## config.mk

```make
export PLATFORM = sky130hd
export DESIGN_NAME = imem_loader
export DESIGN_NICKNAME = d
export VERILOG_FILES = /design/src/rtl/imem_loader_pkg.sv /design/src/rtl/imem_loader_byte_packer.sv /design/src/rtl/imem_loader.sv
export SDC_FILE = /design/constraint.sdc
export NUM_CORES = 1
export LEC_CHECK = 0
export ABC_AREA = 1
export ABC_CLOCK_PERIOD_IN_PS = 3000
export CAP_MARGIN = 40
export CORE_ASPECT_RATIO = 1.4
export CORE_MARGIN = 4
export CORE_UTILIZATION = 55
export CTS_CLUSTER_DIAMETER = 60
export DETAILED_ROUTE_END_ITERATION = 12
export GPL_TIMING_DRIVEN = 0
export HOLD_SLACK_MARGIN = 0.02
export PLACE_DENSITY_LB_ADDON = 0.2
export SLEW_MARGIN = 30
export SYNTH_ARGS = -nofsm -noshare
export SYNTH_HDL_FRONTEND = slang
export SYNTH_SLANG_ARGS = --single-unit
```

## constraint.sdc

```tcl
create_clock -name clk -period 3 [get_ports clk]
set_clock_uncertainty 0.2 [all_clocks]
set_input_delay 0.45 -clock clk [delete_from_list [all_inputs] [get_ports clk]]
set_output_delay 0.45 -clock clk [all_outputs]
set_load 0.01 [all_outputs]
```

## src/rtl/imem_loader_pkg.sv

```systemverilog
// Shared types and constants for the boot-time instruction-memory loader.
package imem_loader_pkg;

  typedef enum logic [2:0] {
    HDR0,
    HDR1,
    LOAD,
    FLUSH,
    DONE,
    ERR
  } state_e;

  localparam int HDR_BYTES      = 2;
  localparam int BYTES_PER_WORD = 4;
  localparam int LANE_W         = $clog2(BYTES_PER_WORD);

  // The loader takes bytes only while parsing the header or the payload.
  function automatic logic state_accepts(input state_e s);
    return (s == HDR0) || (s == HDR1) || (s == LOAD);
  endfunction

endpackage

```

## src/rtl/imem_loader_byte_packer.sv

```systemverilog
// Packs accepted bytes into a little-endian 32-bit word; first byte lands in [7:0].
module byte_packer
  import imem_loader_pkg::*;
(
  input  logic        clk,
  input  logic        rst,
  input  logic        accept_i,
  input  logic        clear_i,
  input  logic [7:0]  byte_i,
  output logic [31:0] word_o,
  output logic        word_complete_o
);

  logic [LANE_W-1:0]           lane_q;
  logic [8*BYTES_PER_WORD-1:0] shift_q;

  // NOTE: sequential state uses non-blocking assignments so every register
  // samples the pre-edge values of its neighbours.
  always_ff @(posedge clk or negedge rst) begin
    if (!rst) begin
      lane_q  <= '0;
      shift_q <= '0;
    end else if (clear_i) begin
      lane_q  <= '0;
    end else if (accept_i) begin
      lane_q  <= lane_q + LANE_W'(1);
      shift_q <= {byte_i, shift_q[8*BYTES_PER_WORD-1:8]};
    end
  end

  // The completing byte is merged combinationally so the word is whole on the lane-3 edge.
  assign word_o          = {byte_i, shift_q[8*BYTES_PER_WORD-1:8]};
  assign word_complete_o = accept_i && !clear_i && (lane_q == LANE_W'(BYTES_PER_WORD - 1));

endmodule

```

## src/rtl/imem_loader.sv

```systemverilog
// Boot loader: parses a length-prefixed byte stream, writes words to instruction
// memory and holds the core in reset until the last word is committed.
module imem_loader
  import imem_loader_pkg::*;
#(
  parameter int ADDR_W = 10
) (
  input  logic              clk,
  input  logic              rst,
  input  logic              in_valid,
  input  logic [7:0]        in_data,
  output logic              in_ready,
  output logic              mem_we,
  output logic [ADDR_W-1:0] mem_addr,
  output logic [31:0]       mem_wd,
  output logic              core_rst,
  output logic              done,
  output logic              error
);

  localparam int          CNT_W = 8 * HDR_BYTES;
  localparam logic [CNT_W:0] DEPTH = (CNT_W+1)'(1) << ADDR_W;

  state_e              state_q, state_d;
  logic [CNT_W-1:0]    n_q, n_d;
  logic [ADDR_W:0]     word_cnt_q, word_cnt_d;
  logic                ready_q, ready_d;
  logic                we_q, we_d;
  logic [ADDR_W-1:0]   addr_q, addr_d;
  logic [31:0]         wd_q, wd_d;
  logic                done_q, done_d;
  logic                err_q, err_d;

  logic                accept;
  logic [CNT_W-1:0]    n_full;
  logic                last_word;
  logic [31:0]         packed_word;
  logic                word_complete;

  assign accept    = in_valid && ready_q;
  assign n_full    = {in_data, n_q[7:0]};
  assign last_word = (CNT_W'(word_cnt_q) == (n_q - CNT_W'(1)));

  byte_packer u_packer (
    .clk             (clk),
    .rst             (rst),
    .accept_i        (accept && (state_q == LOAD)),
    .clear_i         (state_q != LOAD),
    .byte_i          (in_data),
    .word_o          (packed_word),
    .word_complete_o (word_complete)
  );

  // NOTE: every next-state signal gets a default before the case statement,
  // so no path through the block can leave one unassigned and infer a latch.
  always_comb begin
    state_d    = state_q;
    n_d        = n_q;
    word_cnt_d = word_cnt_q;
    we_d       = 1'b0;
    addr_d     = addr_q;
    wd_d       = wd_q;
    done_d     = done_q;
    err_d      = err_q;

    unique case (state_q)
      HDR0: begin
        if (accept) begin
          n_d     = {n_q[CNT_W-1:8], in_data};
          state_d = HDR1;
        end
      end
      HDR1: begin
        if (accept) begin
          n_d        = n_full;
          word_cnt_d = '0;
          if (n_full == '0) begin
            state_d = DONE;
            done_d  = 1'b1;
          end else if ({1'b0, n_full} > DEPTH) begin
            state_d = ERR;
            err_d   = 1'b1;
          end else begin
            state_d = LOAD;
          end
        end
      end
      LOAD: begin
        if (word_complete) begin
          we_d   = 1'b1;
          addr_d = word_cnt_q[ADDR_W-1:0];
          wd_d   = packed_word;
          if (last_word) state_d = FLUSH;
          else           word_cnt_d = word_cnt_q + (ADDR_W+1)'(1);
        end
      end
      FLUSH: begin
        state_d = DONE;
        done_d  = 1'b1;
      end
      DONE, ERR: ;
      default: state_d = HDR0;
    endcase

    ready_d = state_accepts(state_d);
  end

  // NOTE: only control and output registers are reset; there is no storage
  // array here, the instruction memory keeps its contents across resets.
  always_ff @(posedge clk or negedge rst) begin
    if (!rst) begin
      state_q    <= HDR0;
      n_q        <= '0;
      word_cnt_q <= '0;
      ready_q    <= 1'b0;
      we_q       <= 1'b0;
      addr_q     <= '0;
      wd_q       <= '0;
      done_q     <= 1'b0;
      err_q      <= 1'b0;
    end else begin
      state_q    <= state_d;
      n_q        <= n_d;
      word_cnt_q <= word_cnt_d;
      ready_q    <= ready_d;
      we_q       <= we_d;
      addr_q     <= addr_d;
      wd_q       <= wd_d;
      done_q     <= done_d;
      err_q      <= err_d;
    end
  end

  assign in_ready = ready_q;
  assign mem_we   = we_q;
  assign mem_addr = addr_q;
  assign mem_wd   = wd_q;
  assign done     = done_q;
  assign core_rst = done_q;
  assign error    = err_q;

endmodule

```

==> impl_metrics.yaml, run 1 <==
finish:
  final_layout_size_suffix_gt1_share_pct: 6.84
  areaGrowthSynthToFinish_pct: 22.6
  fillers: 658
  num-nets-final: 667
  final_common_cell: "nand2_1"
  diode_count: 0
  most-common-layout-cells: "189 x nand2_1, 102 x dfrtp_1, 73 x o21ai_0"
clock_tree:
  cts_resized: 0
  tritoncts_num_sinks: 102
  cts-htree-levels: 3
  cts.clk_slew.worst_paths_ns: 0.07
  cts_hold_buf: 1
  clkLatencyLatePin_ns: 0.34
  cts.repair_timing.setup_buffer_count: 0
  cts-root-to-sink-buffers: 2
  ctsRootBufferMaster: "clkbuf_16"
  tritoncts: "yes"
  tritoncts_buffers: 9
timing:
  achievable-frequency_mhz: 419
  part_of_the_cycle_the_worst_path_needs_pct: 79.6
  finalMaxSlewViolations: 0
  tightest_slew_ns: 0.495
  hold_viol_final: 0
  grt_setup_unrepaired: "false"
  worst_hold_slack_ns: 0.259
  relSlewSlack_pct: 66.7
  setup_total_neg_slack_ns: 0
  finalCriticalPeriod_ns: 2.39
  finalSetupViolations: 0
global_route:
  globalRouteOverflowTotal: 0
  grt_start_max_net_pins: 62
  globalRouteTotalUtil_pct: 24.6
  number_of_global_route_vias_before_repair: 4102
  antenna_found_initial: 0
  grt_first_pass_wirelength_um: 19900
worst_setup_path:
  cp_max_fo: 10
  critPathCaptureType: "flop"
  start_kind: "primary input"
  crit_path_max_incr_delay_ns: 0.46
  timing.critical_path.required_ns: 3.08
  criticalPathCategory: "primary input to flop"
  timing.critical_path.mode_cell: "nand2_1"
  timing.critical_path.slowest_stage_cell: "clkdlybuf4s50_1"
  worstPathCellList: "clkdlybuf4s50_1 -> nand2_1 -> nor2_4 -> nand2_1 -> a21oi_1 -> buf_2 -> nand4_1 -> nand2_1"
  critical_path_arrival_ns: 2.47
drt:
  postRouteAntennaNets: 0
  total_vias_in_the_final_route: 4143
  drt_iter0_drc: 296
  totalWireLength_um: 11700
  detail_route.drc_violations: 0
  detail_route.first_pass.iterations: 5
  vias_per_cell: 5.45
  routedWlPerCell_um: 15.4
logic_synthesis:
  postSynthRegisterBits: 102
  synth_seq_area_share_pct: 53.6
  synth-warning-count: 0
  synth_nets: 597
  avg_synthesized_cell_area_um2: 8.17
  post_synth_main_area_contributors: "dfrtp_1 54%, nand2_1 15%, o21ai_0 7.7%"
  synth.distinct_cells: 32
  synth_top_cell_area_share_pct: 53.6
  synth_area_um2: 4770
  post_synth_inst_count: 583
  synth_top_cell_by_area: "dfrtp_1"
floorplan:
  initial_core_util_pct: 57.5
  dieHeight_um: 118
  core_region_area_um2: 8300
  pin_count: 58
  die_area_um2: 10200
  die-width_um: 86.7
  placementRows: 39
job:
  drv_cap: 0
placed_design:
  count_of_input_and_output_buffers: 57
  gp_congestion: 0.860
  dpl.hpwl_um: 8470
power_and_ir_drop:
  report.power.total_w: 0.00274
  power.leakage_nw: 2.95
  worst_ir_drop_vdd_mv: 0.387
  pwr_density_cell_nw_per_um2: 468
worst_hold_path:
  worst_hold_path_type: "flop to flop"
run_status:
  status: "finished clean"
==> logic make-up (layout without fill, tap and decap cells) <==
group / after synthesis / after routing / share of synthesized area, %
adders and majority gates: 3 / 3 / 0.788
xor gates and xnor gates: 15 / 15 / 2.76
buffers and inverters: 94 / 169 / 7.77
DFF: 102 / 102 / 53.6
and+or+nand+nor: 286 / 286 / 26.3
AOI/OAI and AO/OA: 83 / 83 / 8.85
==> synthesized netlist by cell type (all sizes together) <==
library cell	count
and2	1
clkinv	1
nand3b	3
ha	3
clkbuf	15
nand4	15
buf	8
a21o	1
o21ai	78
nor3	4
nor2	40
nand2	193
nor4	1
nand3	29
xor2	9
xnor2	6
dfrtp	102
inv	70
a21oi	3
a31o	1
==> power breakdown <==
group | leakage [nW] | switching (W) | internal, W | total [W]
registers | 1.32 | 0 | 0.00137 | 0.00137
logic | 1.46 | 0.0000402 | 0.0000178 | 0.0000580
clock network | 0.166 | 0.000537 | 0.000769 | 0.00131
total | 2.95 | 0.000577 | 0.00216 | 0.00274
==> through the flow <==
step           std cells  util (%)  worst slack [ns]  instance area [µm²]
3_5_place_dp         743      66.2             0.266                 5490
3_3_place_gp         742      65.9             -2.34                 5460
2_1_floorplan        583         -              1.02                 4770
5_1_grt              760      70.5             0.447                 5840
6_report             760      70.5             0.612                 5840
4_1_cts              760      70.5             0.625                 5840
==> state kept, by name, summed over array words and instances, names as in the netlist <==
| register | cells |
|---|---|
| u_packer.shift_q | 24 |
| n_q | 16 |
| core_rst | 1 |
| mem_wd | 32 |
| in_ready | 1 |
| mem_we | 1 |
| word_cnt_q | 11 |
| mem_addr | 10 |
| u_packer.lane_q | 2 |
| state_q | 3 |
| error | 1 |
==> critical path: cells and delay by family <==
family / cells / cell delay (ns)
AOI/OAI and AO/OA: 1 / 0.37
buffers and inverters: 2 / 0.76
and+or+nand+nor: 5 / 0.88
==> area by class of cell <==
cell class                 count  area (µm²)  area share, %
sequential                   102        2550           43.7
timing repair buffer          59         609           10.4
clock inverter                 6         103           1.76
tap                          102         128           2.18
buffer                        23         104           1.78
multi-input combinational    387        1840           31.5
clock buffer                  10         239           4.09
inverter                      71         267           4.56
==> layer usage <==
layer | wire length, µm | track usage (%) | vias up | part of all wire (%)
met4 | 272 | 9.36 | 0 | 2.3
met1 | 4770 | 31.8 | 2010 | 41
li1 | - | - | 1976 | -
met5 | 0 | 0 | - | 0
met3 | 574 | 4.31 | 22 | 4.9
met2 | 6100 | 40.9 | 135 | 52
==> path summary, 6_finish.rpt <==
| path | end | slack, ns | start | cells past startpoint |
|---|---|---|---|---|
| min in group asynchronous | mem_we | 0.38 | rst | 2 |
| worst min-delay path | error | 0.26 | error | 1 |
| max in group asynchronous | core_rst | 1.60 | rst | 3 |
| worst min register to register | error | 0.26 | error | 1 |
| worst max register to register | word_cnt_q[4] | 0.67 | state_q[2] | 8 |
| worst max-delay path | word_cnt_q[4] | 0.61 | in_valid | 8 |
Power figures use the tool's default switching activity.
==> run 2, diff against run 1 <==
- ABC_CLOCK_PERIOD_IN_PS: 3000 -> 2230
- clock period: 3 -> 2.23 ns (I/O delays scaled with it)
==> run 2 against run 1 <==
Hold slack better by 0.00083 ns. Cell count up 1.2%. Core utilization up 1.7 points. Via count up 1.4%. Non-clock buffer count up 9. Clock-buffer cell count unchanged. Clock power up 34%. Routed wire length up 4.7%. Sequential cell count unchanged. Register-to-register slack worse by 0.64 ns. Die area unchanged. Sequential power up 35%.
==> impl_metrics.yaml, run 2 (synthesized netlist as in run 1, its figures left out) <==
power_and_ir_drop:
  internal_power_w: 0.00291
  power.leakage_nw: 3.02
  p_seq_share_pct: 50.3
  worst_ir_drop_vdd_mv: 0.510
  pwr_density_cell_nw_per_um2: 614
  net_switching_power_figure_w: 0.000771
  swShare_pct: 21.0
  clock_group_share_of_total_power_pct: 47.6
  combinationalPowerShare_pct: 2.1
worst_setup_path:
  cp_max_fo: 5
  cp_num_buf_inv: 3
  crit_path_max_incr_delay_ns: 0.40
  critPathCaptureType: "flop"
  timing.critical_path.slowest_stage_cell: "dfrtp_1"
  worst_path_dominant_cell_family: "simple AND/OR/NAND/NOR gates"
  criticalPathCategory: "flop to flop"
  timing.critical_path.mode_cell: "nand2_1"
  critical_path_arrival_ns: 2.28
  worstPathCellList: "inv_2 -> ha_4 -> inv_2 -> nand2_2 -> nand2_1 -> nor2_1 -> nand3_1 -> nor2_1 -> nand2_1 -> nor2_2 -> nand3_2 -> nand2_4 -> buf_6 -> nand3_1 -> nand2_1"
  timing.critical_path.required_ns: 2.31
  start_kind: "flop"
clock_tree:
  tritoncts: "yes"
  tritoncts_num_sinks: 102
  cts-htree-levels: 3
  clkLatencyLatePin_ns: 0.35
  cts-root-to-sink-buffers: 2
  ctsRootBufferMaster: "clkbuf_16"
  tritoncts_buffers: 9
  cts.clk_slew.worst_paths_ns: 0.07
timing:
  finalMaxSlewViolations: 0
  relSlewSlack_pct: 65.9
  tightest_slew_ns: 0.507
  finalCriticalPeriod_ns: 2.20
  finalSetupViolations: 0
  setup_slack_after_layout_ns: 0.0319
  setup_total_neg_slack_ns: 0
  grt_setup_unrepaired: "true"
  worst_hold_slack_ns: 0.260
  part_of_the_cycle_the_worst_path_needs_pct: 98.6
  achievable-frequency_mhz: 455
  hold_viol_final: 0
global_route:
  grt_start_max_net_pins: 62
  globalRouteOverflowTotal: 0
  number_of_global_route_vias_before_repair: 4101
  grt_first_pass_wirelength_um: 20000
  antenna_found_initial: 0
  globalRouteTotalUtil_pct: 24.6
job:
  drv_cap: 0
placed_design:
  dpl.hpwl_um: 8470
  gp_congestion: 0.860
  pre_cts_slack_ns: -0.388
  count_of_input_and_output_buffers: 57
run_status:
  status: "finished clean"
floorplan:
  pin_count: 58
  dieHeight_um: 118
  die_area_um2: 10200
  die-width_um: 86.7
  core_region_area_um2: 8300
  placementRows: 39
  initial_core_util_pct: 57.5
finish:
  diode_count: 0
  areaGrowthSynthToFinish_pct: 25.7
  final_layout_size_suffix_gt1_share_pct: 10.3
  num-nets-final: 676
  final_common_cell: "nand2_1"
  finish.utilization_pct: 72.2
  most-common-layout-cells: "187 x nand2_1, 101 x dfrtp_1, 73 x o21ai_0"
  largest_register_ffs: 32
  fillers: 623
drt:
  met3_wirelength_um: 554
  routed-wl-met2_um: 6400
  total_vias_in_the_final_route: 4201
  wl_met1_um: 4980
  postRouteAntennaNets: 0
  totalWireLength_um: 12300
  detail_route.first_pass.iterations: 5
  drt_iter0_drc: 378
  vias_per_cell: 5.46
  topRoutingLayerUsed: "met4"
  detail_route.drc_violations: 0
  routedWlPerCell_um: 16.0
worst_hold_path:
  worst_hold_path_type: "primary input to asynchronous set/reset pin"
run 2: final cells by class:
class	instances	area, µm²	share of cell area [%]
repair buffers	68	681	11.4
well taps	102	128	2.13
inverters	71	267	4.45
plain buffers	23	120	2.01
clock inverters	6	103	1.71
flip-flops and latches	102	2550	42.6
multi-input cells	387	1900	31.7
clock buffers	10	239	3.99
run 2: path summary, 6_finish.rpt:
path	slack (ns)	start	cells after the start	endpoint
setup / recovery	0.03	n_q[1]	15	word_cnt_q[7]
max in group asynchronous	0.94	rst	3	core_rst
hold / removal	0.26	rst	2	mem_we
setup reg to reg	0.03	n_q[1]	15	word_cnt_q[7]
min in group clk	0.26	error	1	error
hold reg to reg	0.26	error	1	error
run 2: what timing repair did:
item | in CTS | in global routing
pin swaps | 2 | 11
cloned | 0 | 1
setup buffers | 1 | 7
gates resized for setup | 5 | 24
endpoints found under the setup margin | 11 | 49
endpoints found under the hold margin | 41 | 0
hold buffers | 1 | 0
run 2: stage by stage:
stage          cells  area [µm²]  total power, W
6_report         769        5990         0.00368
5_1_grt          769        5990         0.00381
4_1_cts          761        5860         0.00370
3_5_place_dp     743        5490         0.00196
3_3_place_gp     742        5460         0.00196
2_1_floorplan    583        4770         0.00189
run 2: power groups by stage:
stage               sequential (W)  clock (W)  combinational, W
floorplan                  0.00189          0        0.00000765
global placement           0.00189          0         0.0000712
detailed placement         0.00188          0         0.0000792
CTS                        0.00185    0.00177         0.0000806
global route               0.00185    0.00187         0.0000890
finish                     0.00185    0.00175         0.0000787
run 2: routing by layer:
metal | track usage, % | up-vias
met3 | 4.11 | 30
met1 | 31.8 | 2033
met2 | 41.3 | 143
met4 | 9.06 | 0
met5 | 0 | -
li1 | - | 1995
